## config.mk

```make
export PLATFORM = sky130hd
export DESIGN_NAME = ball_bounce_director
export DESIGN_NICKNAME = d
export VERILOG_FILES = /design/src/rtl/ball_bounce_director.sv
export SDC_FILE = /design/constraint.sdc
export NUM_CORES = 1
export LEC_CHECK = 0
export ABC_CLOCK_PERIOD_IN_PS = 2900
export BUFFER_PORTS_ARGS = -buffer_cell sky130_fd_sc_hd__buf_4
export CORE_UTILIZATION = 45
export CTS_CLUSTER_DIAMETER = 40
export DETAILED_ROUTE_END_ITERATION = 8
export PLACE_DENSITY_LB_ADDON = 0.25
export SYNTH_ARGS = -nofsm -noshare
export SYNTH_HDL_FRONTEND = slang
export SYNTH_SLANG_ARGS = --single-unit
```

## constraint.sdc

```tcl
create_clock -name clk -period 2.9 [get_ports clk]
set_input_delay 0.435 -clock clk [delete_from_list [all_inputs] [get_ports clk]]
set_output_delay 0.435 -clock clk [all_outputs]
set_load 0.05 [all_outputs]
```

## src/rtl/ball_bounce_director.sv

```systemverilog
// ball_bounce_director: drives the ball position register with periodic
// diagonal steps, reflecting the heading off the playfield edges on each tick.
module ball_bounce_director #(
    parameter int SCREEN_W  = 640,
    parameter int SCREEN_H  = 480,
    parameter int BALL_SIZE = 8,
    parameter int TICK_DIV  = 250000
) (
    input  logic       clk,
    input  logic       rst,
    input  logic       enable,
    input  logic       serve,
    input  logic [9:0] ballX,
    input  logic [8:0] ballY,
    output logic       up,
    output logic       down,
    output logic       left,
    output logic       right,
    output logic [1:0] heading,
    output logic       moving,
    output logic       bounce,
    output logic [7:0] bounce_count
);

    localparam int             CW        = $clog2(TICK_DIV);
    localparam logic [CW-1:0]  TICK_LAST = CW'(TICK_DIV - 1);
    localparam logic [9:0]     X_MAX     = 10'(SCREEN_W - BALL_SIZE);
    localparam logic [9:0]     Y_MAX     = 10'(SCREEN_H - BALL_SIZE);

    typedef enum logic [2:0] {IDLE, UL, UR, DL, DR} state_t;

    state_t        state_reg, state_next;
    logic [CW-1:0] cnt_reg, cnt_next;
    logic [3:0]    step_reg, step_next;     // {up, down, left, right}
    logic          bounce_reg, bounce_next;
    logic [7:0]    count_reg, count_next;
    logic [1:0]    heading_reg, heading_next;
    logic          moving_reg;

    logic cur_v, cur_h, flip_v, flip_h, new_v, new_h;

    // Map a {vertical, horizontal} heading back onto its diagonal state.
    function automatic state_t diag_state(input logic v, input logic h);
        case ({v, h})
            2'b00:   return UL;
            2'b01:   return UR;
            2'b10:   return DL;
            default: return DR;
        endcase
    endfunction

    // Next-state: tick counting, edge reflection and step/bounce generation.
    always_comb begin
        state_next   = state_reg;
        cnt_next     = cnt_reg;
        step_next    = 4'b0000;
        bounce_next  = 1'b0;
        count_next   = count_reg;
        heading_next = 2'b01;

        cur_v  = (state_reg == DL) || (state_reg == DR);
        cur_h  = (state_reg == UR) || (state_reg == DR);
        // Only the wall being approached can reflect; a ball already at a
        // bound but heading away keeps its direction.
        flip_h = cur_h ? (ballX >= X_MAX) : (ballX == 10'd0);
        flip_v = cur_v ? ({1'b0, ballY} >= Y_MAX) : (ballY == 9'd0);
        new_h  = cur_h ^ flip_h;
        new_v  = cur_v ^ flip_v;

        if (state_reg == IDLE) begin
            cnt_next = '0;
            if (serve && enable) begin
                state_next = UR;
            end
        end else if (enable) begin
            if (cnt_reg == TICK_LAST) begin
                cnt_next    = '0;
                state_next  = diag_state(new_v, new_h);
                step_next   = {~new_v, new_v, ~new_h, new_h};
                bounce_next = flip_h | flip_v;
                // One count per reflecting tick, even when both axes flip.
                if ((flip_h || flip_v) && (count_reg != 8'hFF)) begin
                    count_next = count_reg + 8'd1;
                end
            end else begin
                cnt_next = cnt_reg + CW'(1);
            end
        end

        case (state_next)
            UL:      heading_next = 2'b00;
            UR:      heading_next = 2'b01;
            DL:      heading_next = 2'b10;
            DR:      heading_next = 2'b11;
            default: heading_next = 2'b01;
        endcase
    end

    // State and output registers; reset clears any in-flight pulse at once.
    always_ff @(posedge clk or posedge rst) begin
        if (rst) begin
            state_reg   <= IDLE;
            cnt_reg     <= '0;
            step_reg    <= 4'b0000;
            bounce_reg  <= 1'b0;
            count_reg   <= 8'd0;
            heading_reg <= 2'b01;
            moving_reg  <= 1'b0;
        end else begin
            state_reg   <= state_next;
            cnt_reg     <= cnt_next;
            step_reg    <= step_next;
            bounce_reg  <= bounce_next;
            count_reg   <= count_next;
            heading_reg <= heading_next;
            moving_reg  <= (state_next != IDLE);
        end
    end

    assign {up, down, left, right} = step_reg;
    assign bounce       = bounce_reg;
    assign bounce_count = count_reg;
    assign heading      = heading_reg;
    assign moving       = moving_reg;

endmodule

```

==> run_results.csv, run 1 <==
group,metric,value,unit
global_route,grt.overflow.total,0,
logic_synthesis,synthArstFlopShare,100.0,%
layout,multi_input_area,993.5,um2
timing,fin_crit,2.293,ns
flow_run,max-cap-violations,0,
layout,nets,269,
floorplan,row_count,23,
critical_path,slowest_delay,0.57,ns
global_route,grt_usage,19.53,%
power_and_ir_drop,p_leak,1.175,nW
route,vias_per_cell,5.282,
timing,hold_viol_final,0,
floorplan,chipWidth,67.86,um
timing,timing.fmax,0.4362,GHz
clock_tree,cts_made_buffers,5,
place,portBuffers,38,
critical_path,rrSetupSlack,0.61,ns
route,vias,1553,
floorplan,die_area,4605,um2
clock_tree,clockBufferDepth,2,
timing,setup_viol,0,
timing,maxSlewHeadroom,64.46,%
logic_synthesis,yosysTopAreaCell,"dfrtp_1",
clock_tree,h-tree-depth,2,
global_route,antenna_found_initial,0,
logic_synthesis,synth_cells,197,
critical_path,r2r-start,"cnt_reg[4]$_DFFE_PP0P_",
clock_tree,cts_tree,"yes",
status,status,"completed",
logic_synthesis,syn_area,1952,um2
place,dp_hpwl,2.867,mm
power_and_ir_drop,pwr_density_cell,467.5,nW/um2
floorplan,start_util,47.76,%
logic_synthesis,synth_edf_count,0,
clock_tree,path_clk_slew,0.07,ns
critical_path,timing.rr.end,"bounce_count[1]$_DFFE_PP0P_",
clock_tree,cts_root_buf,"clkbuf_8",
floorplan,core,4086,um2
logic_synthesis,ys_ff_latch,37,
critical_path,arrival,2.47,ns
critical_path,path_class,"reg2reg",
layout,fin_area,2415,um2
critical_path,worstSetupStartpoint,"cnt_reg[4]$_DFFE_PP0P_",
critical_path,r2r_cells,5,
route,wire_per_inst,13.19,um
logic_synthesis,synth.yosys.warnings,0,
timing,finalCritPeriodShare,79.06,%
global_route,grt_max_degree,38,
critical_path,slowest_stage,"or3_1",
clock_tree,post_cts_buffers,0,
route,drt_first_iter_violations,103,
critical_path,cp_cell_sequence,"nor4_2, nand4_1, or3_1, nor3_2, mux2_4",
logic_synthesis,synth_top_area_share,46.15,%
layout,fillCellCount,352,
logic_synthesis,yosysMostFrequentCell,"dfrtp_1",
timing,worst_slew_pin_slew,0.5309,ns
global_route,grt_pass1_wl,6.568,mm
critical_path,required,3.08,ns
worst_hold_path,min_path_type,"in2async",
timing,final.setup.tns,0,ns
logic_synthesis,yosys-top-cells-count,"dfrtp_1, nor2_1, nand3_1",
layout,num_antenna_cells,0,
floorplan,dieHeight,67.86,um
timing,rsz0062_at_grt,"no",
logic_synthesis,ys_top_cells_by_area,"dfrtp_1, xor2_1, nor2_1, nand3_1, nand4_1",
layout,drive_above_1_share,25.41,%
logic_synthesis,yosysSeqAreaShare,47.50,%
clock_tree,cts_resized,0,
route,route.detailed.drc,0,
floorplan,ioPinCount,39,
clock_tree,clk_latency,0.29,ns
place,place_area,2313,um2
clock_tree,clkSinkCount,37,
critical_path,crit_fanout,9,
place,gp_congestion,0.7660,
critical_path,end_kind,"register",
route,drtPass1Iterations,4,
logic_synthesis,synth_fp_nets,223,
layout,regArea,927.1,um2
critical_path,start_kind,"register",
timing,slew_viol_final,0,
global_route,grt_pass1_vias,1375,
clock_tree,hold_buffers,0,
layout,syn2layout_area_growth,23.72,%
route,totalWireLength,3.878,mm
logic_synthesis,synthFlopType,"dfrtp_1",
logic_synthesis,avgSynthCellArea,9.908,um2
power_and_ir_drop,peakVddDrop,0.3410,mV
route,antenna_left,0,
timing,clock_skew,0.007406,ns
logic_synthesis,synth_cell_types,44,
layout,largest_reg_flops,18,
-- where the power goes --
group | internal [mW] | switching [mW] | total, mW
combinational | 0.0661 | 0.0594 | 0.126
sequential | 0.554 | 0.0544 | 0.609
clock | 0.215 | 0.180 | 0.395
-- metrics by stage --
step	util, %	cells	worst slack, ns	hold slack, ns	power [mW]
after floorplan	-	197	0.8085	0.4843	0.6890
after global placement	56.61	286	0.6300	0.4792	0.7378
after detailed placement	56.61	286	0.5886	0.4917	0.7422
after CTS	59.09	294	0.5953	0.2589	1.139
after global routing	59.09	294	0.4104	0.2905	1.194
final	59.09	294	0.6073	0.2433	1.129
-- area by class of cell --
| cell class | count | share of cell area (%) |
|---|---|---|
| Multi-Input combinational cell | 152 | 41.14 |
| Tap cell | 50 | 2.591 |
| Inverter | 6 | 0.9326 |
| Clock buffer | 7 | 3.990 |
| Timing Repair Buffer | 41 | 12.75 |
| Sequential cell | 37 | 38.39 |
| Clock inverter | 1 | 0.2073 |
-- how the worst max path moves through the flow --
stage                                  endpoint  slack, ns  cells after the start
floorplan           bounce_count[1]$_DFFE_PP0P_       0.81                      6
finish              bounce_count[1]$_DFFE_PP0P_       0.61                      5
CTS                 bounce_count[1]$_DFFE_PP0P_       0.60                      5
global route        bounce_count[1]$_DFFE_PP0P_       0.41                      5
detailed placement         heading[1]$_DFF_PP0_       0.59                     10
global placement           heading[1]$_DFF_PP0_       0.63                     10
-- worst max-delay path: cells and delay by family (launching register included) --
family        cells  cell delay, ns
flops             1            0.43
simple gates      4            1.42
mux               1            0.32
-- routing by layer --
| layer | wire length, um | GRT usage, % |
|---|---|---|
| met2 | 1718 | 27.72 |
| met1 | 1957 | 27.86 |
| met4 | 72 | 9.375 |
| met3 | 130 | 4.500 |
| met5 | 0 | 0 |
-- cell usage in the layout (no fill, tap or decap), types with 4 or more instances in the layout --
cell       n
nor2_1    29
a21oi_1    5
dfrtp_1   36
buf_4     41
nand2_1   13
nor3_1     7
nor4_1     6
nand4_1    9
clkbuf_8   7
xor2_1    16
inv_1      6
o21ai_0    5
nand3_1   17
xnor2_1    4
-- cells by family (layout without fill, tap and decap cells) --
| family | count (synthesis) | count (layout) | synth area share (%) |
|---|---|---|---|
| flops | 37 | 37 | 47.50 |
| compound gates | 19 | 19 | 6.795 |
| buf+inv | 8 | 55 | 1.602 |
| xor+xnor | 20 | 20 | 8.974 |
| fa+ha+maj | 3 | 3 | 1.923 |
| mux | 5 | 5 | 2.948 |
| simple gates | 105 | 105 | 30.26 |
(Power assumes the default switching activity.)
==> run 2: changes to the inputs <==
--- a/config.mk
+++ b/config.mk
@@ -5,7 +5,8 @@
 export SDC_FILE = /design/constraint.sdc
 export NUM_CORES = 1
 export LEC_CHECK = 0
-export ABC_CLOCK_PERIOD_IN_PS = 2900
+export ABC_AREA = 1
+export ABC_CLOCK_PERIOD_IN_PS = 1800
 export BUFFER_PORTS_ARGS = -buffer_cell sky130_fd_sc_hd__buf_4
 export CORE_UTILIZATION = 45
 export CTS_CLUSTER_DIAMETER = 40
==> constraint.sdc (replaced) <==
create_clock -name clk -period 1.8 [get_ports clk]
set_input_delay 0.27 -clock clk [delete_from_list [all_inputs] [get_ports clk]]
set_output_delay 0.27 -clock clk [all_outputs]
set_load 0.05 [all_outputs]
==> run 2 against run 1 <==
  * The run now ends with setup timing left
  * Wire length grew 48%
  * Register-to-register slack lost 0.61 ns
  * Combinational power grew to 3.0 times the previous value
  * Final cell count grew 49%
  * Flip-flop and latch count is the same
  * Die area grew 16%
  * Count of clock-buffer cells in the layout shrank 2
  * Utilization grew 5.9 points
  * Critical path depth grew 7
  * Synthesized cell count grew 52%
  * Largest cell class unchanged
  * Highest routed layer unchanged
==> run_results.csv, run 2 <==
group,metric,value,unit
route,drt_first_iter_violations,82,
floorplan,dieHeight,73.24,um
logic_synthesis,synth_xor_area_share,3.452,%
logic_synthesis,yosys.area_share.simple,41.04,%
critical_path,rrSetupSlack,-0.005,ns
global_route,grt_pass1_vias,1919,
flow_run,max-cap-violations,0,
critical_path,end_kind,"register",
layout,layout_common_cells,"buf_4, nand2_1, nor2_1",
layout,num_antenna_cells,0,
place,gp_congestion,0.8968,
route,route.detailed.drc,0,
timing,hold_viol_final,0,
layout,nets,397,
timing,rsz0062_at_grt,"yes",
global_route,antenna_found_initial,0,
logic_synthesis,synth-compound-area-share,6.849,%
place,place_area,2730,um2
layout,regArea,928.4,um2
layout,multi_input_area,1394,um2
clock_tree,cts_root_buf,"clkbuf_8",
logic_synthesis,avgSynthCellArea,7.611,um2
global_route,grt_usage,21.43,%
worst_hold_path,min_path_type,"in2async",
place,pre_cts_ws,-0.08412,ns
route,antenna_left,0,
logic_synthesis,synthFlopType,"dfrtp_1",
critical_path,timing.rr.end,"moving$_DFF_PP0_",
timing,setup_viol,1,
floorplan,ioPinCount,39,
status,status,"finished with violations",
route,wire_per_inst,13.04,um
timing,timing.fmax,0.5540,GHz
route,totalWireLength,5.725,mm
logic_synthesis,synthArstFlopShare,100.0,%
clock_tree,h-tree-depth,2,
layout,syn2layout_area_growth,37.15,%
timing,maxSlewHeadroom,68.38,%
critical_path,r2r-start,"state_reg[0]$_DFF_PP0_",
layout,final_common_cell,"buf_4",
logic_synthesis,synth_adder_area_share,1.644,%
floorplan,row_count,25,
timing,setup_slack,-0.004984,ns
logic_synthesis,ys_ff_latch,37,
logic_synthesis,synth_top_area_share,39.45,%
critical_path,crit_fanout,3,
timing,clock_skew,0.007875,ns
critical_path,required,1.98,ns
global_route,grt_max_degree,38,
logic_synthesis,syn_area,2283,um2
logic_synthesis,yosysTopAreaCell,"dfrtp_1",
global_route,grt.overflow.total,0,
timing,worst_slew_pin_slew,0.4743,ns
clock_tree,clk_latency,0.29,ns
global_route,grt_pass1_wl,8.728,mm
route,drtPass1Iterations,4,
route,vias,2225,
place,dp_hpwl,3.915,mm
status,violations,"setup timing",
floorplan,chipWidth,73.24,um
logic_synthesis,yosysSeqAreaShare,40.60,%
timing,finalCritPeriodShare,100.3,%
logic_synthesis,synth_cell_types,35,
logic_synthesis,yosys-top-cells-count,"nand2_1, nor2_1, dfrtp_1",
power_and_ir_drop,pwr_density_cell,578.2,nW/um2
critical_path,endpoint,"moving$_DFF_PP0_",
layout,fin_area,3132,um2
logic_synthesis,synth_top_family_by_area,"simple AND/OR/NAND/NOR gates",
logic_synthesis,yosysMostFrequentCell,"nand2_1",
power_and_ir_drop,peakVddDrop,0.3960,mV
clock_tree,clockBufferDepth,2,
power_and_ir_drop,power,1.811,mW
critical_path,r2r_cells,12,
critical_path,worstSetupStartpoint,"state_reg[0]$_DFF_PP0_",
critical_path,start_kind,"register",
logic_synthesis,synth.yosys.warnings,0,
place,portBuffers,38,
layout,drive_above_1_share,38.44,%
floorplan,core,4817,um2
clock_tree,cts_tree,"yes",
critical_path,arrival,1.99,ns
floorplan,start_util,47.40,%
logic_synthesis,ys_top_cells_by_area,"dfrtp_1, nand2_1, nor2_1, inv_1, nand3_1",
layout,fillCellCount,402,
logic_synthesis,synth_edf_count,0,
timing,fin_crit,1.805,ns
logic_synthesis,synth_cells,300,
timing,slew_viol_final,0,
clock_tree,path_clk_slew,0.08,ns
logic_synthesis,synthMuxAreaShare,0,%
clock_tree,clkSinkCount,37,
layout,largest_reg_flops,18,
route,vias_per_cell,5.068,
critical_path,path_class,"reg2reg",
logic_synthesis,synth_fp_nets,326,
floorplan,die_area,5363,um2
power_and_ir_drop,p_leak,1.520,nW
clock_tree,cts_made_buffers,5,
==> run 2: worst min path at each step <==
stage | depth (start not counted) | slack (ns) | to
after global routing | 3 | 0.16 | bounce_count[7]$_DFFE_PP0P_
after floorplan | 2 | 0.43 | cnt_reg[16]$_DFFE_PP0P_
after CTS | 3 | 0.11 | bounce_count[7]$_DFFE_PP0P_
after detailed placement | 3 | 0.42 | cnt_reg[3]$_DFFE_PP0P_
final | 3 | 0.09 | bounce_count[7]$_DFFE_PP0P_
after global placement | 3 | 0.42 | cnt_reg[3]$_DFFE_PP0P_
==> run 2: logic make-up after synthesis <==
kind of cell | Yosys count
adder cells (fa/ha/maj) | 3
flip-flops | 37
XOR/XNOR | 9
AO/OA/AOI/OAI | 27
AND/OR/NAND/NOR | 186
buffers and inverters | 38
==> run 2: cell type report <==
| class | instances | share of cell area [%] |
|---|---|---|
| flip-flops and latches | 37 | 29.64 |
| clock buffers | 5 | 2.197 |
| repair buffers | 64 | 15.70 |
| well taps | 67 | 2.677 |
| inverters | 37 | 4.714 |
| multi-input cells | 226 | 44.51 |
| clock inverters | 3 | 0.5593 |
==> run 2: critical path: stages (launching register included) <==
cell and delay, ns:
dfrtp_1 0.44, o21ai_2 0.21, buf_4 0.15, nand2_4 0.04
nand3b_1 0.12, nand2_2 0.10, ha_4 0.24, nand3_2 0.07
nand2_2 0.05, inv_2 0.08, nand2_4 0.06, nor2_4 0.09
nand2_1 0.05
==> run 2: power breakdown <==
part,internal (mW),total [mW],switching (mW),leakage (nW)
registers,0.846,0.859,0.0132,0.508
logic,0.161,0.378,0.217,0.968
clock network,0.267,0.573,0.306,0.0439
total,1.27,1.81,0.536,1.52
==> run 2: what timing repair did <==
action | CTS | global route
hold buffers | 0 | 0
cloned | 0 | 1
setup endpoints to repair | 2 | 20
resized for setup | 6 | 48
setup buffers | 5 | 10
pin swaps | 7 | 23
==> run 2: metrics by stage <==
stage	hold slack [ns]	std cells	TNS, ns	util [%]
4_1_cts	0.1099	428	0	59.53
6_report	0.09304	439	-0.004984	65.01
3_5_place_dp	0.4197	415	-0.1357	56.68
5_1_grt	0.1607	439	-0.5035	65.01
3_3_place_gp	0.4195	415	0	56.68
2_1_floorplan	0.4323	300	0	-
==> run 2: layer usage <==
layer  routed length (um)  vias up  track usage, %
met4                   93        0           6.536
li1                     -     1131               -
met1                 2645     1040           30.18
met2                 2781       45           32.92
met5                    0        -               0
met3                  204        9           4.558
==> run 3: changes to the inputs <==
--- a/config.mk
+++ b/config.mk
@@ -6,7 +6,7 @@
 export NUM_CORES = 1
 export LEC_CHECK = 0
 export ABC_AREA = 1
-export ABC_CLOCK_PERIOD_IN_PS = 1800
+export ABC_CLOCK_PERIOD_IN_PS = 2100
 export BUFFER_PORTS_ARGS = -buffer_cell sky130_fd_sc_hd__buf_4
 export CORE_UTILIZATION = 45
 export CTS_CLUSTER_DIAMETER = 40
==> constraint.sdc (replaced) <==
create_clock -name clk -period 2.1 [get_ports clk]
set_input_delay 0.315 -clock clk [delete_from_list [all_inputs] [get_ports clk]]
set_output_delay 0.315 -clock clk [all_outputs]
set_load 0.05 [all_outputs]
==> run 3 against run 2 <==
  * The run now ends clean
  * Wire length down 13%
  * Global-route usage down 0.74 points
  * Combinational power down 42%
  * Clock power up 11%
  * Worst setup slack better by 0.24 ns
  * Final cell count down 5.7%
  * Critical endpoint unchanged
  * Largest cell class unchanged
  * Largest power group unchanged
==> run_results.csv, run 3 (synthesis results as in run 2) <==
group,metric,value,unit
route,drt_first_iter_violations,53,
critical_path,path_class,"reg2reg",
critical_path,slowest_stage,"dfrtp_2",
status,status,"completed",
clock_tree,cts_tree,"yes",
power_and_ir_drop,combPwrFrac,13.7,%
timing,setup_viol,0,
route,route.detailed.drc,0,
route,drtPass1Iterations,4,
clock_tree,cts_root_buf,"clkbuf_8",
place,dp_hpwl,3.766,mm
clock_tree,cts_made_buffers,5,
timing,timing.fmax,0.5372,GHz
floorplan,core,4817,um2
critical_path,crit_fanout,5,
power_and_ir_drop,power_frac_clock,40.0,%
global_route,antenna_found_initial,0,
critical_path,cp_top_family,"simple AND/OR/NAND/NOR gates",
timing,rsz0062_at_grt,"no",
clock_tree,clockBufferDepth,2,
timing,hold_viol_final,0,
layout,syn2layout_area_growth,22.25,%
layout,final_common_cell,"nand2_1",
power_and_ir_drop,pwr_density_cell,569.9,nW/um2
floorplan,die_area,5363,um2
floorplan,start_util,47.40,%
critical_path,cp_cell_sequence,"o21ai_2, o21ai_2, inv_1, nand2_1, o21ai_2, inv_1, ha_1, nand3_1, nand2_1, inv_1, nand2_2, nor2_2, nand2_1",
place,place_area,2663,um2
power_and_ir_drop,p_leak,1.369,nW
timing,worst_slew_pin_slew,0.4618,ns
global_route,grt_pass1_vias,1852,
clock_tree,path_clk_slew,0.07,ns
worst_hold_path,min_path_type,"in2async",
power_and_ir_drop,p_sw,403.7,uW
clock_tree,clkSinkCount,37,
clock_tree,hold_buffers,0,
layout,drive_above_1_share,24.78,%
timing,clock_skew,0.005101,ns
critical_path,end_kind,"register",
layout,nets,372,
place,gp_congestion,0.8798,
global_route,grt.overflow.total,0,
power_and_ir_drop,peakVddDrop,0.4687,mV
critical_path,critPathBufInv,3,
timing,fin_crit,1.861,ns
global_route,grt_pass1_wl,8.459,mm
floorplan,dieHeight,73.24,um
power_and_ir_drop,power,1.591,mW
critical_path,required,2.28,ns
floorplan,row_count,25,
layout,stdcell_count,414,
floorplan,chipWidth,73.24,um
critical_path,start_kind,"register",
flow_run,max-cap-violations,0,
power_and_ir_drop,swShare,25.38,%
timing,maxSlewHeadroom,69.21,%
global_route,grt_max_degree,38,
critical_path,slowest_delay,0.45,ns
clock_tree,h-tree-depth,2,
place,portBuffers,38,
timing,final.setup.tns,0,ns
route,vias,2079,
route,wire_per_inst,12.01,um
layout,fin_area,2791,um2
layout,largest_reg_flops,18,
floorplan,ioPinCount,39,
route,antenna_left,0,
timing,slew_viol_final,0,
critical_path,arrival,2.05,ns
route,totalWireLength,4.972,mm
power_and_ir_drop,p_seq_share,46.3,%
power_and_ir_drop,internal-power,1.187,mW
route,vias_per_cell,5.022,
clock_tree,clk_latency,0.29,ns
global_route,grt_usage,20.69,%
critical_path,rrSetupSlack,0.24,ns
layout,layout_common_cells,"nand2_1, nor2_1, buf_4",
layout,num_antenna_cells,0,
place,dpl.cell_count,406,
timing,finalCritPeriodShare,88.64,%
-- run 3: cell count changes in the layout (fill, tap and decap cells not counted), sizes merged --
cell | before | now
clkinv | 2 | 0
inv | 36 | 37
clkinvlp | 2 | 0
bufinv | 0 | 1
nand3 | 27 | 26
clkbuf | 5 | 7
buf | 64 | 40
-- run 3: worst reg2reg max path, cell delays in order (launching register included) --
cell     delay (ns)
dfrtp_2        0.45
o21ai_2        0.17
o21ai_2        0.08
inv_1          0.08
nand2_1        0.08
o21ai_2        0.09
inv_1          0.08
ha_1           0.27
nand3_1        0.08
nand2_1        0.06
inv_1          0.08
nand2_2        0.07
nor2_2         0.11
nand2_1        0.06
-- run 3: path summary, 6_finish.rpt --
kind / cells after the start / startpoint / endpoint
hold reg to reg: 1 / cnt_reg[14]$_DFFE_PP0P_ / cnt_reg[14]$_DFFE_PP0P_
max in group asynchronous: 3 / rst / heading[0]$_DFF_PP1_
min in group clk: 3 / enable / cnt_reg[6]$_DFFE_PP0P_
setup / recovery: 13 / state_reg[1]$_DFF_PP0_ / moving$_DFF_PP0_
setup reg to reg: 13 / state_reg[1]$_DFF_PP0_ / moving$_DFF_PP0_
hold / removal: 3 / rst / cnt_reg[4]$_DFFE_PP0P_
-- run 3: per-layer routing --
| metal | track usage (%) | share of wire [%] | vias up |
|---|---|---|---|
| met3 | 3.867 | 4.3 | 10 |
| li1 | - | - | 1074 |
| met4 | 7.843 | 1.9 | 0 |
| met2 | 31.69 | 45 | 46 |
| met5 | 0 | 0 | - |
| met1 | 28.86 | 49 | 949 |
-- run 3: cell type report --
type                            instances  area, um2
Inverter                               37      141.4
Clock inverter                          1      30.03
Clock buffer                            7      86.33
Timing Repair Buffer                   40      300.3
Sequential cell                        37      928.4
Tap cell                               67      83.83
Fill cell                             475       2026
Multi-Input combinational cell        225       1221
-- run 3: stage by stage --
step	util, %	hold slack [ns]	setup WS, ns
6_report	57.95	0.1269	0.2386
5_1_grt	57.95	0.1719	0.02079
4_1_cts	57.69	0.1474	0.02810
3_5_place_dp	55.27	0.4611	0.03544
3_3_place_gp	55.27	0.4593	0.1772
2_1_floorplan	-	0.4773	0.2386
-- run 3: power by group through the flow --
| stage | clock network [mW] | logic (mW) | registers [mW] |
|---|---|---|---|
| 5_1_grt | 0.680 | 0.243 | 0.738 |
| 3_3_place_gp | 0 | 0.218 | 0.748 |
| 3_5_place_dp | 0 | 0.221 | 0.748 |
| 4_1_cts | 0.652 | 0.221 | 0.735 |
| 6_report | 0.636 | 0.219 | 0.737 |
| 2_1_floorplan | 0 | 0.121 | 0.770 |
-- run 3: what timing repair did --
action / CTS / global route
endpoints found under the setup margin: 0 / 3
setup buffers: 0 / 0
resized for setup: 0 / 7
